**src/rtl/mips_io_pkg.sv**
```systemverilog
// rtl/mips_io_pkg.sv - shared FSM encoding and switch width for the MIPS board I/O controllers
package mips_io_pkg;

  // Width of the board switch word delivered by the input stage.
  localparam int SW_W = 16;

  // Sequencer states, shared with the output controller.
  localparam logic [1:0] ST_IDLE    = 2'd0;
  localparam logic [1:0] ST_WAIT    = 2'd1;
  localparam logic [1:0] ST_CAPTURE = 2'd2;
  localparam logic [1:0] ST_RELEASE = 2'd3;

endpackage

```
**src/rtl/input_request_ctrl_prompt_blinker.sv**
```systemverilog
// rtl/input_request_ctrl_prompt_blinker.sv - prompt LED divider that blinks while enabled
module prompt_blinker #(
  parameter int BLINK_DIV = 25_000_000
) (
  input  logic clk,
  input  logic rst_n,
  input  logic en_i,
  output logic led_o
);

  localparam int              CNT_W    = $clog2(BLINK_DIV);
  localparam logic [CNT_W-1:0] CNT_LAST = CNT_W'(BLINK_DIV - 1);

  logic [CNT_W-1:0] cnt_q, cnt_d;
  logic             phase_q, phase_d;

  // Hold the divider cleared and the phase at "on" while disabled, so each
  // enable period starts lit for a full half-period.
  always_comb begin
    cnt_d   = cnt_q;
    phase_d = phase_q;
    if (!en_i) begin
      cnt_d   = '0;
      phase_d = 1'b1;
    end else if (cnt_q == CNT_LAST) begin
      cnt_d   = '0;
      phase_d = ~phase_q;
    end else begin
      cnt_d = cnt_q + CNT_W'(1);
    end
  end

  // Divider and phase registers.
  always_ff @(posedge clk or negedge rst_n) begin
    if (!rst_n) begin
      cnt_q   <= '0;
      phase_q <= 1'b1;
    end else begin
      cnt_q   <= cnt_d;
      phase_q <= phase_d;
    end
  end

  // The LED is forced dark whenever the blinker is not enabled.
  assign led_o = en_i & phase_q;

endmodule

```
**src/rtl/input_request_ctrl.sv**
```systemverilog
// rtl/input_request_ctrl.sv - IN-instruction sequencer between the core and the switch input stage
module input_request_ctrl
  import mips_io_pkg::*;
#(
  parameter int DATA_W    = 32,
  parameter int SIGN_EXT  = 0,
  parameter int BLINK_DIV = 25_000_000
) (
  input  logic              clk,
  input  logic              rst_n,
  input  logic              in_req,
  input  logic [SW_W-1:0]   sw_data,
  input  logic              sw_confirm,
  output logic              flag_input,
  output logic              cpu_stall,
  output logic              in_valid,
  output logic [DATA_W-1:0] in_data,
  output logic              prompt_led
);

  logic [1:0]        state_q, state_d;
  logic              flag_q, flag_d;
  logic [DATA_W-1:0] data_q, data_d;
  logic              armed_q, armed_d;
  logic              capture;
  logic [DATA_W-1:0] sw_ext;

  // Widen the switch word to the core's register width.
  always_comb begin
    if (SIGN_EXT != 0) begin
      sw_ext = {{(DATA_W-SW_W){sw_data[SW_W-1]}}, sw_data};
    end else begin
      sw_ext = {{(DATA_W-SW_W){1'b0}}, sw_data};
    end
  end

  // Sequencer next state; an abort (in_req dropped) in WAIT wins over a
  // confirm because the core is no longer waiting for the word.
  always_comb begin
    state_d = state_q;
    capture = 1'b0;
    case (state_q)
      ST_IDLE: begin
        if (in_req) state_d = ST_WAIT;
      end
      ST_WAIT: begin
        if (!in_req) begin
          state_d = ST_IDLE;
        end else if (sw_confirm && armed_q) begin
          state_d = ST_CAPTURE;
          capture = 1'b1;
        end
      end
      ST_CAPTURE: state_d = ST_RELEASE;
      ST_RELEASE: begin
        if (!sw_confirm) state_d = ST_IDLE;
      end
      default: state_d = ST_IDLE;
    endcase
  end

  // A confirm only counts after it has been seen low since the last capture
  // or reset, so a press held across a reset cannot satisfy a new IN.
  always_comb begin
    armed_d = sw_confirm ? (armed_q & ~capture) : 1'b1;
    data_d  = capture ? sw_ext : data_q;
    flag_d  = (state_d == ST_WAIT);
  end

  // State, flag, capture and arming registers.
  always_ff @(posedge clk or negedge rst_n) begin
    if (!rst_n) begin
      state_q <= ST_IDLE;
      flag_q  <= 1'b0;
      data_q  <= '0;
      armed_q <= 1'b0;
    end else begin
      state_q <= state_d;
      flag_q  <= flag_d;
      data_q  <= data_d;
      armed_q <= armed_d;
    end
  end

  prompt_blinker #(
    .BLINK_DIV (BLINK_DIV)
  ) u_blinker (
    .clk   (clk),
    .rst_n (rst_n),
    .en_i  (state_q == ST_WAIT),
    .led_o (prompt_led)
  );

  assign flag_input = flag_q;
  assign cpu_stall  = in_req & (state_q != ST_CAPTURE);
  assign in_valid   = (state_q == ST_CAPTURE);
  assign in_data    = data_q;

endmodule

```
**config.mk**
```make
export PLATFORM = sky130hd
export DESIGN_NAME = input_request_ctrl
export DESIGN_NICKNAME = d
export VERILOG_FILES = /design/src/rtl/mips_io_pkg.sv /design/src/rtl/input_request_ctrl_prompt_blinker.sv /design/src/rtl/input_request_ctrl.sv
export SDC_FILE = /design/constraint.sdc
export NUM_CORES = 1
export LEC_CHECK = 0
export CORE_MARGIN = 4
export CORE_UTILIZATION = 56
export DETAILED_ROUTE_END_ITERATION = 7
export DONT_BUFFER_PORTS = 1
export GPL_TIMING_DRIVEN = 0
export MAX_ROUTING_LAYER = met4
export PLACE_DENSITY = 0.76
export SYNTH_ARGS = -nofsm -noshare
export SYNTH_HDL_FRONTEND = slang
export SYNTH_SLANG_ARGS = --single-unit
```
**constraint.sdc**
```tcl
create_clock -name clk -period 1.7 [get_ports clk]
set_input_delay 0.34 -clock clk [delete_from_list [all_inputs] [get_ports clk]]
set_output_delay 0.34 -clock clk [all_outputs]
set_load 0.02 [all_outputs]
```
# --- Word-level counts from Yosys, hierarchy flattened ---
# Cells that the tools add are included.
# W data, S select, Z words.
word_totals:
  register_bits: 46
  latch_bits: 0
  mem_bits_rw: 0
  romBits: 0
  input_bits: 20
  output_inout_bits: 36
  n_memories: 0
op_classes:
  add_sub_neg: 1
  multipliers: 0
  div_mod_pow: 0
  magnitude_cmp: 0
  eq_ne: 7
  shift: 0
  mux: 13
  bitwise: 5
  n_reduce_logical: 2
op_table:
  columns: ["op", "n"]
  rows:
  - ["$mux W25", 2]
  - ["$add A25 B1 Y25 const B", 1]
  - ["$eq A25 B25 Y1 const B", 1]
  - ["$mux W2", 4]
  - ["$pmux W2 S4", 1]
  - ["$mux W1", 6]
  - ["$eq A2 B1 Y1 const B", 2]
  - ["$eq A2 B2 Y1 const B", 2]
  - ["$ne A2 B2 Y1 const B", 2]
  - ["$and A1 B1 Y1", 3]
  - ["$logic_not A2 Y1", 1]
  - ["$not A1 Y1", 2]
  - ["$logic_and A1 B1 Y1", 1]

# --- Logic depth before layout (Yosys ltp) ---
# Gate-level depths: netlist of the first run.
logic_depth:
  word_depth: 7
  ltp_mapped: 6

# --- Hierarchy ---
# Synthesis of the first run repeated with hierarchy kept, for this count alone.
hier_totals:
  hier_cells: 209
  hier_area_um2: 2319.7
modules_own_cells:
  columns: ["module", "n_inst", "cells_each", "area_per_inst_um2", "seq_area_each_um2"]
  rows:
  - ["prompt_blinker", 1, 139, 1353.8, 651.9]
  - ["input_request_ctrl", 1, 70, 965.9, 500.5]

# --- Worst setup path after synthesis of the first run ---
# OpenSTA, ideal clock, no wires.
synth_path:
  path_type: "register to register"
  from: "register u_blinker.cnt_q[0]"
  to: "register u_blinker.cnt_q[20]"
  arrival_ns: 1.632
  setup_slack_ns: -0.005
  path_stages_with_launch: 6
  path_buffers: 0
  path_cell_list: "dfrtp_1 ha_1 nand2_1 or3_4 or4_4 a21oi_2"
synth_via:
  elab_chain_len: 3
  word_cells_on_any_way: 4
synth_lines:
  columns: ["element", "line_no", "text"]
  rows:
  - ["start: declaration", "input_request_ctrl_prompt_blinker.sv:14", "logic [CNT_W-1:0] cnt_q, cnt_d;"]
  - ["start signal: assignment", "input_request_ctrl_prompt_blinker.sv:39", "cnt_q <= cnt_d;"]
  - ["$add A25 B1 Y25 or $eq A25 B25 Y1 (tied branches)", "input_request_ctrl_prompt_blinker.sv:29, input_request_ctrl_prompt_blinker.sv:25", null]
  - ["$mux W25 *", "input_request_ctrl_prompt_blinker.sv:25", "end else if (cnt_q == CNT_LAST) begin"]
  - ["$mux W25 *", "input_request_ctrl_prompt_blinker.sv:22", "if (!en_i) begin"]
  - ["named net u_blinker.cnt_d[20]", "input_request_ctrl_prompt_blinker.sv:14", null]
# Mark *: on every way through the listed nets, which the timed path passes. The rest lies on a longest branch.
# A chain may end at the register's enable or synchronous reset.

# --- Worst setup path in the final report of the first run ---
layout_path:
  from: "register u_blinker.cnt_q[12]"
  to: "register u_blinker.cnt_q[23]"
# Same word-level chain as after synthesis.

==> flow_metrics.tcl, run 1 <==
set metrics [dict create \
    status "finished clean" \
    detail-route-antenna-nets 0 \
    number_of_antenna_violations_at_the_first_check_in_global_routing 0 \
    die_h_um 71.8 \
    num_io_pins 56 \
    routed_wl_um 4710 \
    final.setup.tns_ns 0 \
    synthMuxAreaShare_pct 7.92 \
    max_freq_mhz 601 \
    hold_violations 0 \
    startpoint_type "flop" \
    grt_max_degree 47 \
    clock_insertion_delay_at_the_later_pin_of_the_skew_report_ns 0.30 \
    synth_simple_gate_area_share_pct 20.5 \
    fp-row-count 22 \
    detail_route.wl_per_cell_um 16.1 \
    tritoncts.num_buffers 5 \
    synth-adder-area-share_pct 0.550 \
    crit_path_top_delay_cell "or4_1" \
    postSynthCellCount 207 \
    drt_iter0_markers 71 \
    firstDrtPassIters 4 \
    cts.sinks 46 \
    final_setup_violating_endpoints 0 \
    critical-path-max-stage-delay_ns 0.46 \
    synth_top_family_by_area "simple AND/OR/NAND/NOR gates" \
    dp_cells 270 \
    synth_sequential_area_ratio_pct 50.6 \
    vias_per_cell 5.40 \
    synthXorXnorAreaFrac_pct 5.39 \
    r2r_end "u_blinker.cnt_q[23]" \
    gp_congestion 0.769 \
    crit_path_end_kind "flop" \
    core_region_sq_mm 0.00380 \
    timing_worst_setup_path_type "flop to flop" \
    synth_async_sr_flop_share_pct 100 \
    die_area_sq_mm 0.00515 \
    critical_path_required_ns 1.93 \
    synth_warnings 0 \
    power_uw 3490 \
    rrSetupSlack_ns 0.04 \
    root_buffer "clkbuf_8" \
    drc 0 \
    post_synth_instance_area_sq_mm 0.00228 \
    chipWidth_um 71.8 \
    synth.lib_cells_used.distinct 43 \
    final.period_utilization_pct 97.9 \
    cts.clk_slew.worst_paths_ns 0.09 \
    area_fraction_in_compound_gates_after_synthesis_pct 6.32 \
    buffer_ports.inserted 0 \
    pwr_density_cell_mw_per_mm2 1260 \
    dpl.hpwl_um 3080 \
    rr_startpoint "u_blinker.cnt_q[12]" \
    initial_core_util_pct 59.9 \
    avg_cell_area_syn_sq_um 11.0 \
    routed-via-count 1583 \
    drv_cap 0 \
    area_growth_pct 21.2 \
    gr-usage-all-layers_pct 18.4 \
    timing.clock.skew_ns 0.00676 \
    worstPathCellList "and4_1 -> buf_6 -> nand4_1 -> or4_1 -> a21oi_1" \
    share_of_cells_above_drive_strength_1_pct 29.4 \
    worstHoldPathType "input pin to flop" \
    worstRegToRegCells 5 \
    most_common_library_cell_in_the_layout_ignoring_fill_and_taps "dfrtp_1" \
    post-route-util_pct 72.6 \
    irDropWorstVdd_uv 973 \
    number_of_global_route_vias_before_repair 1553 \
    critPathCapture "u_blinker.cnt_q[23]" \
    critical_path.startpoint "u_blinker.cnt_q[12]" \
    critical_path.max_fanout 6 \
    period_minus_slack_ns 1.66 \
    wire_length_of_the_first_global_routing_pass_um 7160 \
    leakage_power_of_the_design_uw 0.00124 \
    ys_seq_elements 46 \
    final_antenna_diode_count 0 \
    design.final.nets 265 \
    synth_top_flop_cell "dfrtp_1" \
    clock_path_buffers 2 \
    number_of_non_filler_instances_in_the_completed_layout 293 \
    grt_remaining_overflow 0 \
    critPathArrivalTime_ns 1.89 \
    clock_tree_from_tritoncts "built" \
    synth_enable_flop_cells 0 \
    ctsHtreeMaxLevel 2 \
    commonest_non_fill_non_tap_cells_in_the_layout "dfrtp_1 (38), buf_4 (29), nor2_1 (16), mux2_1 (16), conb_1 (16)" \
    pins_over_their_slew_limit 0 \
]
## how the worst min path moves through the flow
stage / startpoint / end / slack, ns / cells after the start
finish: sw_confirm / armed_q / 0.1 / 1
global route: sw_confirm / armed_q / 0.09 / 1
CTS: sw_confirm / armed_q / 0.09 / 1
detailed placement: rst_n / u_blinker.cnt_q[20] / 0.05 / 0
global placement: rst_n / u_blinker.cnt_q[12] / 0.05 / 0
floorplan: rst_n / armed_q / 0.04 / 0
## registers in the layout (all words and copies together), names as in the netlist
register and flops:
armed_q 1, state_q 2, flag_input 1, u_blinker.phase_q 1
u_blinker.cnt_q 25, in_data 16
## layer usage
metal	part of all wire (%)	vias up	GRT usage, %
met5	0	-	-
met4	1.3	0	5.85
met3	4.5	6	4.35
met2	52	37	29.8
met1	43	771	22.9
li1	-	769	-
## cell families (layout without fill, tap and decap cells)
group	Yosys count	after routing
compound gates	23	23
fa+ha+maj	1	1
buf+inv	28	51
simple gates	78	78
xor+xnor	14	14
other cells	1	16
mux	16	16
flops	46	46
## metrics by stage
| step | cell area [sq um] | setup slack [ns] | hold WS (ns) |
|---|---|---|---|
| floorplan | 2330 | 0.0151 | 0.0444 |
| global placement | 2390 | -0.146 | 0.0465 |
| detailed placement | 2390 | -0.199 | 0.0463 |
| CTS | 2650 | 0.00271 | 0.0946 |
| global route | 2760 | -0.0153 | 0.0931 |
| finish | 2760 | 0.0360 | 0.0998 |
## area by class of cell
class,instances,area [sq um]
Timing Repair Buffer,15,135
Tap cell,48,60.1
Fill cell,270,1040
Inverter,5,18.8
Buffer,23,193
Sequential cell,46,1160
Clock inverter,3,68.8
Multi-Input combinational cell,148,1050
Clock buffer,5,68.8
## worst max-delay path, delay by kind of cell, from the launching register on
family,cells,cell delay (ns)
AOI/OAI and AO/OA,1,0.17
buffers and inverters,1,0.13
DFF,1,0.40
and+or+nand+nor,3,0.89
## Yosys cell counts (5+ instances only)
library cell | instances | share of area (%)
mux2_1 | 16 | 7.9
buf_4 | 17 | 5.6
xor2_1 | 6 | 2.3
a21oi_1 | 8 | 1.8
nor2_1 | 16 | 2.6
dfrtp_1 | 45 | 49
o21ai_0 | 8 | 1.8
or3_1 | 6 | 1.6
xnor2_1 | 8 | 3.1
nand2_1 | 11 | 1.8
nand4_1 | 7 | 1.9
nand3_1 | 6 | 1.3
inv_1 | 5 | 0.82
## power by group
part	internal, uW	switching (uW)	leakage, uW	total, uW
sequential	1340	443	0.000585	1790
clock	589	382	0.0000683	971
combinational	345	387	0.000584	732
## repair_timing
item / 4_1_cts / 5_1_grt
resized for setup: 6 / 21
setup buffers: 8 / 5
setup endpoints to repair: 25 / 32
pin swaps: 6 / 4
hold buffers: 2 / 0
endpoints found under the hold margin: 46 / 0
Power figures use the tool's default switching activity.
==> inputs of run 2 (changes only) <==
--- a/config.mk
+++ b/config.mk
@@ -7,3 +7,2 @@
 export LEC_CHECK = 0
-export CORE_MARGIN = 4
 export CORE_UTILIZATION = 56
@@ -13,3 +12,3 @@
 export MAX_ROUTING_LAYER = met4
-export PLACE_DENSITY = 0.76
+export PLACE_DENSITY = 0.86
 export SYNTH_ARGS = -nofsm -noshare
--- a/constraint.sdc
+++ b/constraint.sdc
@@ -3,2 +3,2 @@
 set_output_delay 0.34 -clock clk [all_outputs]
-set_load 0.02 [all_outputs]
+set_load 0.005 [all_outputs]
==> flow_metrics.tcl, run 2 (synthesized netlist as in run 1, its figures left out) <==
set metrics [dict create \
    die_h_um 65.8 \
    drt_iter0_markers 127 \
    tritoncts.num_buffers 5 \
    number_of_antenna_violations_at_the_first_check_in_global_routing 0 \
    grt_setup_unrepaired "true" \
    dpl.hpwl_um 2810 \
    dp_cells 270 \
    routed_wl_um 4800 \
    root_buffer "clkbuf_8" \
    timing_worst_setup_path_type "flop to flop" \
    chipWidth_um 65.8 \
    detail_route.wl_per_cell_um 16.1 \
    startpoint_type "flop" \
    hold_violations 0 \
    initial_core_util_pct 60.4 \
    commonest_non_fill_non_tap_cells_in_the_layout "dfrtp_1 (37), buf_4 (34), nor2_1 (16), mux2_1 (16), conb_1 (16)" \
    detail-route-antenna-nets 0 \
    core_region_sq_mm 0.00377 \
    gp_congestion 0.784 \
    final_antenna_diode_count 0 \
    cts.sinks 46 \
    cts.clk_slew.worst_paths_ns 0.09 \
    r2r_end "u_blinker.cnt_q[23]" \
    max_freq_mhz 586 \
    irDropWorstVdd_uv 753 \
    num_io_pins 56 \
    period_minus_slack_ns 1.71 \
    worstHoldPathType "input pin to flop" \
    violations_in_the_final_reports "negative setup slack" \
    wire_length_of_the_first_global_routing_pass_um 7260 \
    clock_insertion_delay_at_the_later_pin_of_the_skew_report_ns 0.30 \
    share_of_cells_above_drive_strength_1_pct 30.8 \
    status "complete, but fails checks" \
    drc 0 \
    final_setup_violating_endpoints 1 \
    design.final.nets 270 \
    number_of_global_route_vias_before_repair 1503 \
    critical_path_required_ns 1.92 \
    holdCritStartpoint "sw_confirm" \
    clock_tree_from_tritoncts "built" \
    post-route-cell-area_sq_mm 0.00278 \
    number_of_non_filler_instances_in_the_completed_layout 298 \
    rrSetupSlack_ns -0.006 \
    final.period_utilization_pct 100 \
    setup_slack_ns -0.00591 \
    routed-via-count 1663 \
    buffer_ports.inserted 0 \
    pwr_density_cell_mw_per_mm2 1110 \
    fp-row-count 22 \
    clock_path_buffers 2 \
    critPathArrivalTime_ns 1.93 \
    gr-usage-all-layers_pct 23.3 \
    timing.clock.skew_ns 0.00690 \
    whs_path_depth 1 \
    largest_register_ffs 25 \
    grt_max_degree 47 \
    largest-register "u_blinker.cnt_q" \
    most_common_library_cell_in_the_layout_ignoring_fill_and_taps "dfrtp_1" \
    die_area_sq_mm 0.00432 \
    ctsHtreeMaxLevel 2 \
    area_growth_pct 21.9 \
    grt_remaining_overflow 0 \
    hold_end "armed_q" \
    pins_over_their_slew_limit 0 \
    rr_startpoint "u_blinker.cnt_q[7]" \
    firstDrtPassIters 4 \
    drv_cap 0 \
    placed_area_sq_mm 0.00239 \
    critical_path.max_fanout 7 \
    worstRegToRegCells 5 \
    vias_per_cell 5.58 \
    leakage_power_of_the_design_uw 0.00124 \
    crit_path_end_kind "flop" \
]
[run 2: critical path: stages (launching register included)]
cell     delay (ns)
dfrtp_1        0.36
buf_6          0.14
and4_4         0.27
nand4_1        0.23
or4_1          0.46
a21oi_1        0.17
[run 2: timing repair]
| item | in CTS | in global routing |
|---|---|---|
| setup endpoints to repair | 33 | 28 |
| cloned | 0 | 0 |
| buffers inserted | 9 | 9 |
| pin swaps | 5 | 9 |
| resized for setup | 6 | 23 |
| hold endpoints to repair | 46 | 0 |
| hold buffers | 2 | 0 |
[run 2: area by class of cell]
type                            instances  area [sq um]
Multi-Input combinational cell        148          1060
Inverter                                5          18.8
Sequential cell                        46          1160
Clock inverter                          2          37.5
Timing Repair Buffer                   20           173
Fill cell                             248           996
Tap cell                               48          60.1
Buffer                                 23           195
Clock buffer                            6          72.6
[run 2: where the power goes]
group	total (uW)	leakage [uW]	internal [uW]	switching [uW]
clock	814	0.0000514	439	375
combinational	721	0.000607	364	356
sequential	1550	0.000584	1350	204
[run 2: metrics by stage]
step                setup TNS (ns)  total power [uW]  setup WS [ns]  utilization, %  hold slack, ns
floorplan                        0              1940         0.0151               -          0.0444
global placement             -2.18              2060         -0.137            63.5          0.0450
detailed placement           -3.53              2090         -0.171            63.5          0.0450
CTS                              0              3020       0.000862            69.9           0.103
global route                -0.126              3230        -0.0458            73.6          0.0911
finish                    -0.00591              3090       -0.00591            73.6          0.0997
[run 2: how the worst max path moves through the flow]
stage,from,endpoint,slack [ns]
after CTS,u_blinker.cnt_q[4],u_blinker.cnt_q[20],0.0009
after global placement,state_q[1],in_data[8],-0.14
final,u_blinker.cnt_q[7],u_blinker.cnt_q[23],-0.006
after detailed placement,state_q[1],in_data[4],-0.17
after global routing,u_blinker.cnt_q[7],u_blinker.cnt_q[23],-0.05
after floorplan,u_blinker.cnt_q[0],u_blinker.cnt_q[20],0.02
[run 2: routing by layer]
| metal | global-route usage, % | vias to the layer above | share of wire (%) |
|---|---|---|---|
| li1 | - | 774 | - |
| met1 | 30.5 | 835 | 43 |
| met5 | - | - | 0 |
| met2 | 36.1 | 49 | 50 |
| met4 | 8.97 | 0 | 0.92 |
| met3 | 4.17 | 5 | 5.3 |
